===== config.mk =====
export PLATFORM = sky130hd
export DESIGN_NAME = adder_stage1
export DESIGN_NICKNAME = d
export VERILOG_FILES = /design/src/rtl/adder_stage1_pkg.sv /design/src/rtl/adder_stage1_gp_init_cell.sv /design/src/rtl/adder_stage1.sv
export SDC_FILE = /design/constraint.sdc
export NUM_CORES = 1
export LEC_CHECK = 0
export ABC_AREA = 1
export BUFFER_PORTS_ARGS = -buffer_cell sky130_fd_sc_hd__buf_2
export CAP_MARGIN = 20
export CORE_MARGIN = 5
export CORE_UTILIZATION = 45
export CTS_BUF_LIST = sky130_fd_sc_hd__clkbuf_8
export DETAILED_ROUTE_END_ITERATION = 7
export PLACE_DENSITY = 0.72
export SLEW_MARGIN = 20
export SYNTH_ARGS = -nofsm -noshare
export SYNTH_HDL_FRONTEND = slang
export SYNTH_SLANG_ARGS = --single-unit

===== constraint.sdc =====
create_clock -name clk -period 1.69 [get_ports clk]
set_input_delay 0.338 -clock clk [delete_from_list [all_inputs] [get_ports clk]]
set_output_delay 0.338 -clock clk [all_outputs]
set_load 0.005 [all_outputs]

===== src/rtl/adder_stage1_pkg.sv =====
// Shared op codes, skid-buffer state encoding and default operand width for adder_stage1.
// `LEN_DATA normally comes from main.def.v; a 32-bit fallback keeps standalone builds working.
`ifndef LEN_DATA
`define LEN_DATA 31
`endif

package adder_stage1_pkg;

    localparam logic [1:0] ADD_OP_ADD = 2'b00;
    localparam logic [1:0] ADD_OP_SUB = 2'b01;
    localparam logic [1:0] ADD_OP_ADC = 2'b10;
    localparam logic [1:0] ADD_OP_SBC = 2'b11;

    typedef enum logic [1:0] {
        ST_EMPTY = 2'd0,
        ST_ONE   = 2'd1,
        ST_FULL  = 2'd2
    } skid_st_e;

    // op[0] selects inverted B; op[1] selects the external carry over the implicit SUB carry.
    function automatic logic op_carry0(input logic [1:0] op, input logic carry_in);
        return op[1] ? carry_in : op[0];
    endfunction

endpackage


===== src/rtl/adder_stage1_gp_init_cell.sv =====
// One bit of operand-B conditioning plus raw generate/propagate terms.
module gp_init_cell (
    input  logic a_i,
    input  logic b_i,
    input  logic inv_i,
    output logic g_o,
    output logic p_o
);
    logic b_cond;

    assign b_cond = b_i ^ inv_i;
    assign g_o    = a_i & b_cond;
    assign p_o    = a_i ^ b_cond;
endmodule


===== src/rtl/adder_stage1.sv =====
// Prefix-adder front stage: g/p init with carry folded into bit 0, registered behind a 2-entry skid buffer.
// Optional stall counter output enabled by defining ADDER_STAGE1_STALL_CNT_EN.
module adder_stage1
    import adder_stage1_pkg::*;
#(
    parameter int W = `LEN_DATA + 1
) (
    input  logic         clk,
    input  logic         rst,
    input  logic         in_valid,
    output logic         in_ready,
    input  logic [1:0]   op,
    input  logic [W-1:0] operand_a,
    input  logic [W-1:0] operand_b,
    input  logic         carry_in,
    output logic         out_valid,
    input  logic         out_ready,
    output logic [W-1:0] generate_out,
    output logic [W-1:0] propogate_out,
    output logic [W-1:0] half_sum_out,
    output logic         carry0_out
`ifdef ADDER_STAGE1_STALL_CNT_EN
    ,
    output logic [31:0]  stall_count
`endif
);

    typedef struct packed {
        logic [W-1:0] g;
        logic [W-1:0] p;
        logic [W-1:0] hs;
        logic         c0;
    } beat_t;

    logic [W-1:0] g_raw;
    logic [W-1:0] p_raw;
    logic         c0;
    beat_t        beat_new;

    skid_st_e state_q, state_d;
    beat_t    or_q, or_d;
    beat_t    sk_q, sk_d;
    logic     in_ready_q;
    logic     accept;

    for (genvar i = 0; i < W; i++) begin : g_cell
        gp_init_cell u_cell (
            .a_i   (operand_a[i]),
            .b_i   (operand_b[i]),
            .inv_i (op[0]),
            .g_o   (g_raw[i]),
            .p_o   (p_raw[i])
        );
    end

    // Bit 0 absorbs the carry-in, so downstream prefix stages see a resolved bit 0.
    assign c0 = op_carry0(op, carry_in);
    always_comb begin
        beat_new      = '0;
        beat_new.g    = {g_raw[W-1:1], g_raw[0] | (p_raw[0] & c0)};
        beat_new.p    = {p_raw[W-1:1], 1'b0};
        beat_new.hs   = p_raw;
        beat_new.c0   = c0;
    end

    assign accept = in_valid & in_ready_q;

    always_comb begin
        state_d = state_q;
        or_d    = or_q;
        sk_d    = sk_q;
        case (state_q)
            ST_EMPTY: begin
                if (accept) begin
                    or_d    = beat_new;
                    state_d = ST_ONE;
                end
            end
            ST_ONE: begin
                if (accept && out_ready) begin
                    or_d = beat_new;
                end else if (accept) begin
                    sk_d    = beat_new;
                    state_d = ST_FULL;
                end else if (out_ready) begin
                    state_d = ST_EMPTY;
                end
            end
            ST_FULL: begin
                if (out_ready) begin
                    or_d    = sk_q;
                    state_d = ST_ONE;
                end
            end
            default: state_d = ST_EMPTY;
        endcase
    end

    always_ff @(posedge clk) begin
        if (rst) begin
            state_q    <= ST_EMPTY;
            or_q       <= '0;
            sk_q       <= '0;
            in_ready_q <= 1'b1;
        end else begin
            state_q    <= state_d;
            or_q       <= or_d;
            sk_q       <= sk_d;
            in_ready_q <= (state_d != ST_FULL);
        end
    end

    assign in_ready      = in_ready_q;
    assign out_valid     = (state_q != ST_EMPTY);
    assign generate_out  = or_q.g;
    assign propogate_out = or_q.p;
    assign half_sum_out  = or_q.hs;
    assign carry0_out    = or_q.c0;

`ifdef ADDER_STAGE1_STALL_CNT_EN
    logic [31:0] stall_q;

    always_ff @(posedge clk) begin
        if (rst) begin
            stall_q <= '0;
        end else if (out_valid && !out_ready && (stall_q != '1)) begin
            stall_q <= stall_q + 32'd1;
        end
    end

    assign stall_count = stall_q;
`endif

endmodule


Yosys cells after proc, flatten, opt, wreduce, memory -nomap -nowiden --
Cells that the tools add are included.
Word-level totals: logic and storage cells 133, bits of input ports 71, register bits 196, output and inout port bits 99
Operators by class: bitwise operators 100, multiplexer cells 11, reduce and logical (&&, ||, !) cells 6, equal/unequal tests 6
Operators with widths (count):
- 97-bit 2-to-1 mux | 3
- 97-bit one-hot mux with 3 select lines | 1
- 1-bit bitwise XOR | 64
- 1-bit bitwise AND | 34
- 2-bit 2-to-1 mux | 5
- 2-bit != test, second input constant | 4
- 2-bit one-hot mux with 3 select lines | 1
- 4-bit AND reduction | 1
- 3-bit AND reduction | 1
- 3-bit nonzero test | 1
- 2-bit by 1-bit == test with 1-bit output, second input constant | 1
- 2-bit == test, second input constant | 1
- 2-bit logical NOT | 1
- 2-bit nonzero test | 1
- 1-bit logical AND | 1
- 1-bit 2-to-1 mux | 1
- 1-bit inverter | 1
- 1-bit bitwise OR | 1

Longest topological paths before layout --
depth after elaboration 6, gate-level depth with buffers 8

Cells and area by module --
Synthesis repeated with hierarchy kept, for this count alone.
Unflattened totals: cell total of the unflattened synthesis 1002, area total of the unflattened synthesis 6814.0 µm²
By module, submodules not included:
- adder_stage1 | cells each 810, instances 1, area an instance 5813.1 µm²
- gp_init_cell | cells each 6, instances 32, area an instance 31.3 µm²

Least setup slack after synthesis --
Ideal clock, no wire load.
kind input -> register, from in op[0], to reg or_q (netlist bit half_sum_out[2]), cell stages on the path 8, buffers on the path 2, data arrival time 1.525 ns, setup slack 0.050 ns, path through clkbuf_1 > buf_2 > xor2_1 > ha_1 > nand2_1 > o21ai_0 > o21ai_0 > nor2_1
RTL lines:
- from (decl) | RTL line adder_stage1.sv:12 | input logic [1:0] op,
- to (signal assigned) | RTL line adder_stage1.sv:107 | or_q <= or_d;
- to (decl) | RTL line adder_stage1.sv:41 | beat_t or_q, or_d;

Final worst setup path --
from reg state_q[1], to out out_valid
Between the ends: longest elaborated chain between the ends 1
RTL lines:
- from (decl) | RTL line adder_stage1.sv:40 | skid_st_e state_q, state_d;
- from (signal assigned) | RTL line adder_stage1.sv:106 | state_q <= state_d;
- 2-bit nonzero test | RTL line adder_stage1.sv:114 | assign out_valid = (state_q != ST_EMPTY);
- to (decl) | RTL line adder_stage1.sv:16 | output logic out_valid,
No other way between the ends.

==> metrics.csv <==
metric;value;unit
critical setup path kind;register to output pin;
postcts setup bufs;0;
dpl ws;51.1;ps
worst IR drop on VDD;0.475;mV
Antenna diodes;0;
share of layout cells above drive strength 1;23.3;%
Final setup viols;0;
Placed Area;0.00722;mm²
Data required, critical path;1350;ps
initial antenna violation count;0;
Worst Skew;6.39;ps
register area share after synthesis;41.1;%
# clock sinks;133;
vias in the first global route;5397;
synthesized instance count;861;
CP arrival;1140;ps
Placed Cells;1129;
Num CTS Buffers;17;
reg2reg end;generate_out[0];
worst r2r src;state_q[1];
drt first-iter violations;389;
Startpoint Class;register;
Core ar.;0.0140;mm²
status;complete, no violations;
max-slew violation count;0;
Clock Tree Buf Depth;2;
Hold Path Stages;2;
Via Count;5837;
Worst Reg-to-Reg Cells;7;
CTS tree;yes;
Ports;170;
mean post-synth cell area;7.53;µm²
die area;0.0169;mm²
worst skew pair latency;440;ps
DRT Pass-1 Iters;5;
hold path endpoint;state_q[1];
first-pass GRT wire length;26.7;mm
Max Cap Viol;0;
setup total negative slack;0;ps
reg-to-reg slack, setup;250;ps
RSZ-0062 raised after global routing;no;
Synth Warn #;0;
Pleak;3.58;nW
Unique masters post-synth;21;
slew margin rel.;65.3;%
Slew @ Worst Pin;520;ps
most frequent cells in the layout;buf_2, dfxtp_1, o21ai_0;
gr ovfl total;0;
Max FO, Critical Path;5;
Hold Buf Count CTS;0;
post-CTS resize count;0;
average wire per cell in the routed design;14.3;µm
final worst-path cycle share;87.2;%
commonest non-fill, non-tap cell in the layout;buf_2;
final instance count without filler cells;1161;
Syn Nets;964;
PwrDens;1010;mW/mm²
Final #Nets;1071;
Final Instance Area;0.00764;mm²
DRC viols;0;
# rows;43;
Max Fclk;678;MHz
clock root cell;clkbuf_8;
largest net degree at the start of global routing;67;
hold slack final;105;ps
GPL Wtd Cong;0.808;
Detail Route Antenna Nets;0;
DP HPWL;11.3;mm
Tmin final;1470;ps
area growth from synthesis to layout;17.9;%
post-route setup slack;216;ps
port bufs;168;
Overall Global Routing Usage;19.9;%
Yosys reg bits;133;
Setup crit end kind;output pin;
starting density of the core;46.3;%
Routed Wire Length;16.6;mm
Hold Crit Start;rst;
DIE WIDTH;130;µm
Via density;5.03;
Chip Height;130;µm
Clk pin slew, worst setup/hold paths;70;ps
min-delay worst type;input pin to register;
Mapped Area;0.00648;mm²
Final Hold Fails;0;
htree depth;4;
[per-stage QoR]
stage	power (W)	util [%]
6_report	0.00769	54.6
5_1_grt	0.00812	54.6
4_1_cts	0.00776	54.6
3_5_place_dp	0.00501	51.6
3_3_place_gp	0.00498	51.6
2_1_floorplan	0.00453	-
[critical path: stages (launching register included)]
cell,delay [ps]
dfxtp_1,410
inv_2,90
nand2_1,80
buf_2,110
[cell usage after synthesis]
cell type  instances  area (µm²)
dfxtp_1          133        2660
o21ai_0          131         656
a21oi_1          122         611
nand2_1           92         345
nor2_1            84         315
inv_1             66         248
o21ai_1           57         285
buf_4             44         330
ha_1              32         400
xor2_1            32         280
buf_2             23         115
clkbuf_1          23        86.3
buf_6              4        45.0
inv_2              4        15.0
nand3_1            4        20.0
clkbuf_2           3        15.0
nand2_2            2        12.5
nor2_2             2        12.5
conb_1             1        3.75
nand3_2            1        10.0
nor2_4             1        11.3
[layout make-up]
cell class              instances  area [µm²]
clock buffers                  23         317
clock inverters                 9        98.8
fillers                      1410        6350
inverters                      70         264
multi-input cells             561        2980
flip-flops and latches        133        2660
well taps                     180         225
repair buffers                185        1090
[state kept, by name, indices dropped and copies added, names as in the netlist]
register,count
generate_out,32
in_ready,1
carry0_out,1
state_q,2
propogate_out,1
half_sum_out,31
sk_q,65
[worst max-delay path by stage]
| stage | depth (start not counted) | slack (ps) | start | endpoint |
|---|---|---|---|---|
| 6_report | 3 | 220 | state_q[1] | out_valid |
| 5_1_grt | 6 | 80 | state_q[0] | half_sum_out[13] |
| 4_1_cts | 3 | 190 | state_q[1] | out_valid |
| 3_5_place_dp | 8 | 50 | op[0] | half_sum_out[5] |
| 3_3_place_gp | 8 | 80 | op[0] | half_sum_out[5] |
| 2_1_floorplan | 8 | 50 | op[0] | half_sum_out[2] |
[kinds of logic (layout without fill, tap and decap cells)]
logic type,count (synthesis),in the layout,synth area share (%)
other,1,1,0.0579
xor gates and xnor gates,32,32,4.33
and+or+nand+nor,186,186,11.2
AOI/OAI and AO/OA,310,310,23.9
DFF,133,133,41.1
buffers and inverters,167,287,13.2
adders and majority gates,32,32,6.18
[per-layer routing]
| layer | GRT usage [%] | vias to the layer above | share of wire (%) |
|---|---|---|---|
| met5 | 0 | - | 0 |
| met4 | 7.52 | 0 | 1.7 |
| met3 | 3.85 | 23 | 6.5 |
| met2 | 30.6 | 187 | 44 |
| met1 | 27.9 | 2624 | 48 |
| li1 | - | 3003 | - |
[power by group]
part	internal, W	switching, W	leakage, nW
clock	0.00153	0.00123	0.215
combinational	0.000627	0.000812	2.27
sequential	0.00336	0.000127	1.09
total	0.00552	0.00217	3.58
Note: power is estimated with default switching activity, not from simulation.
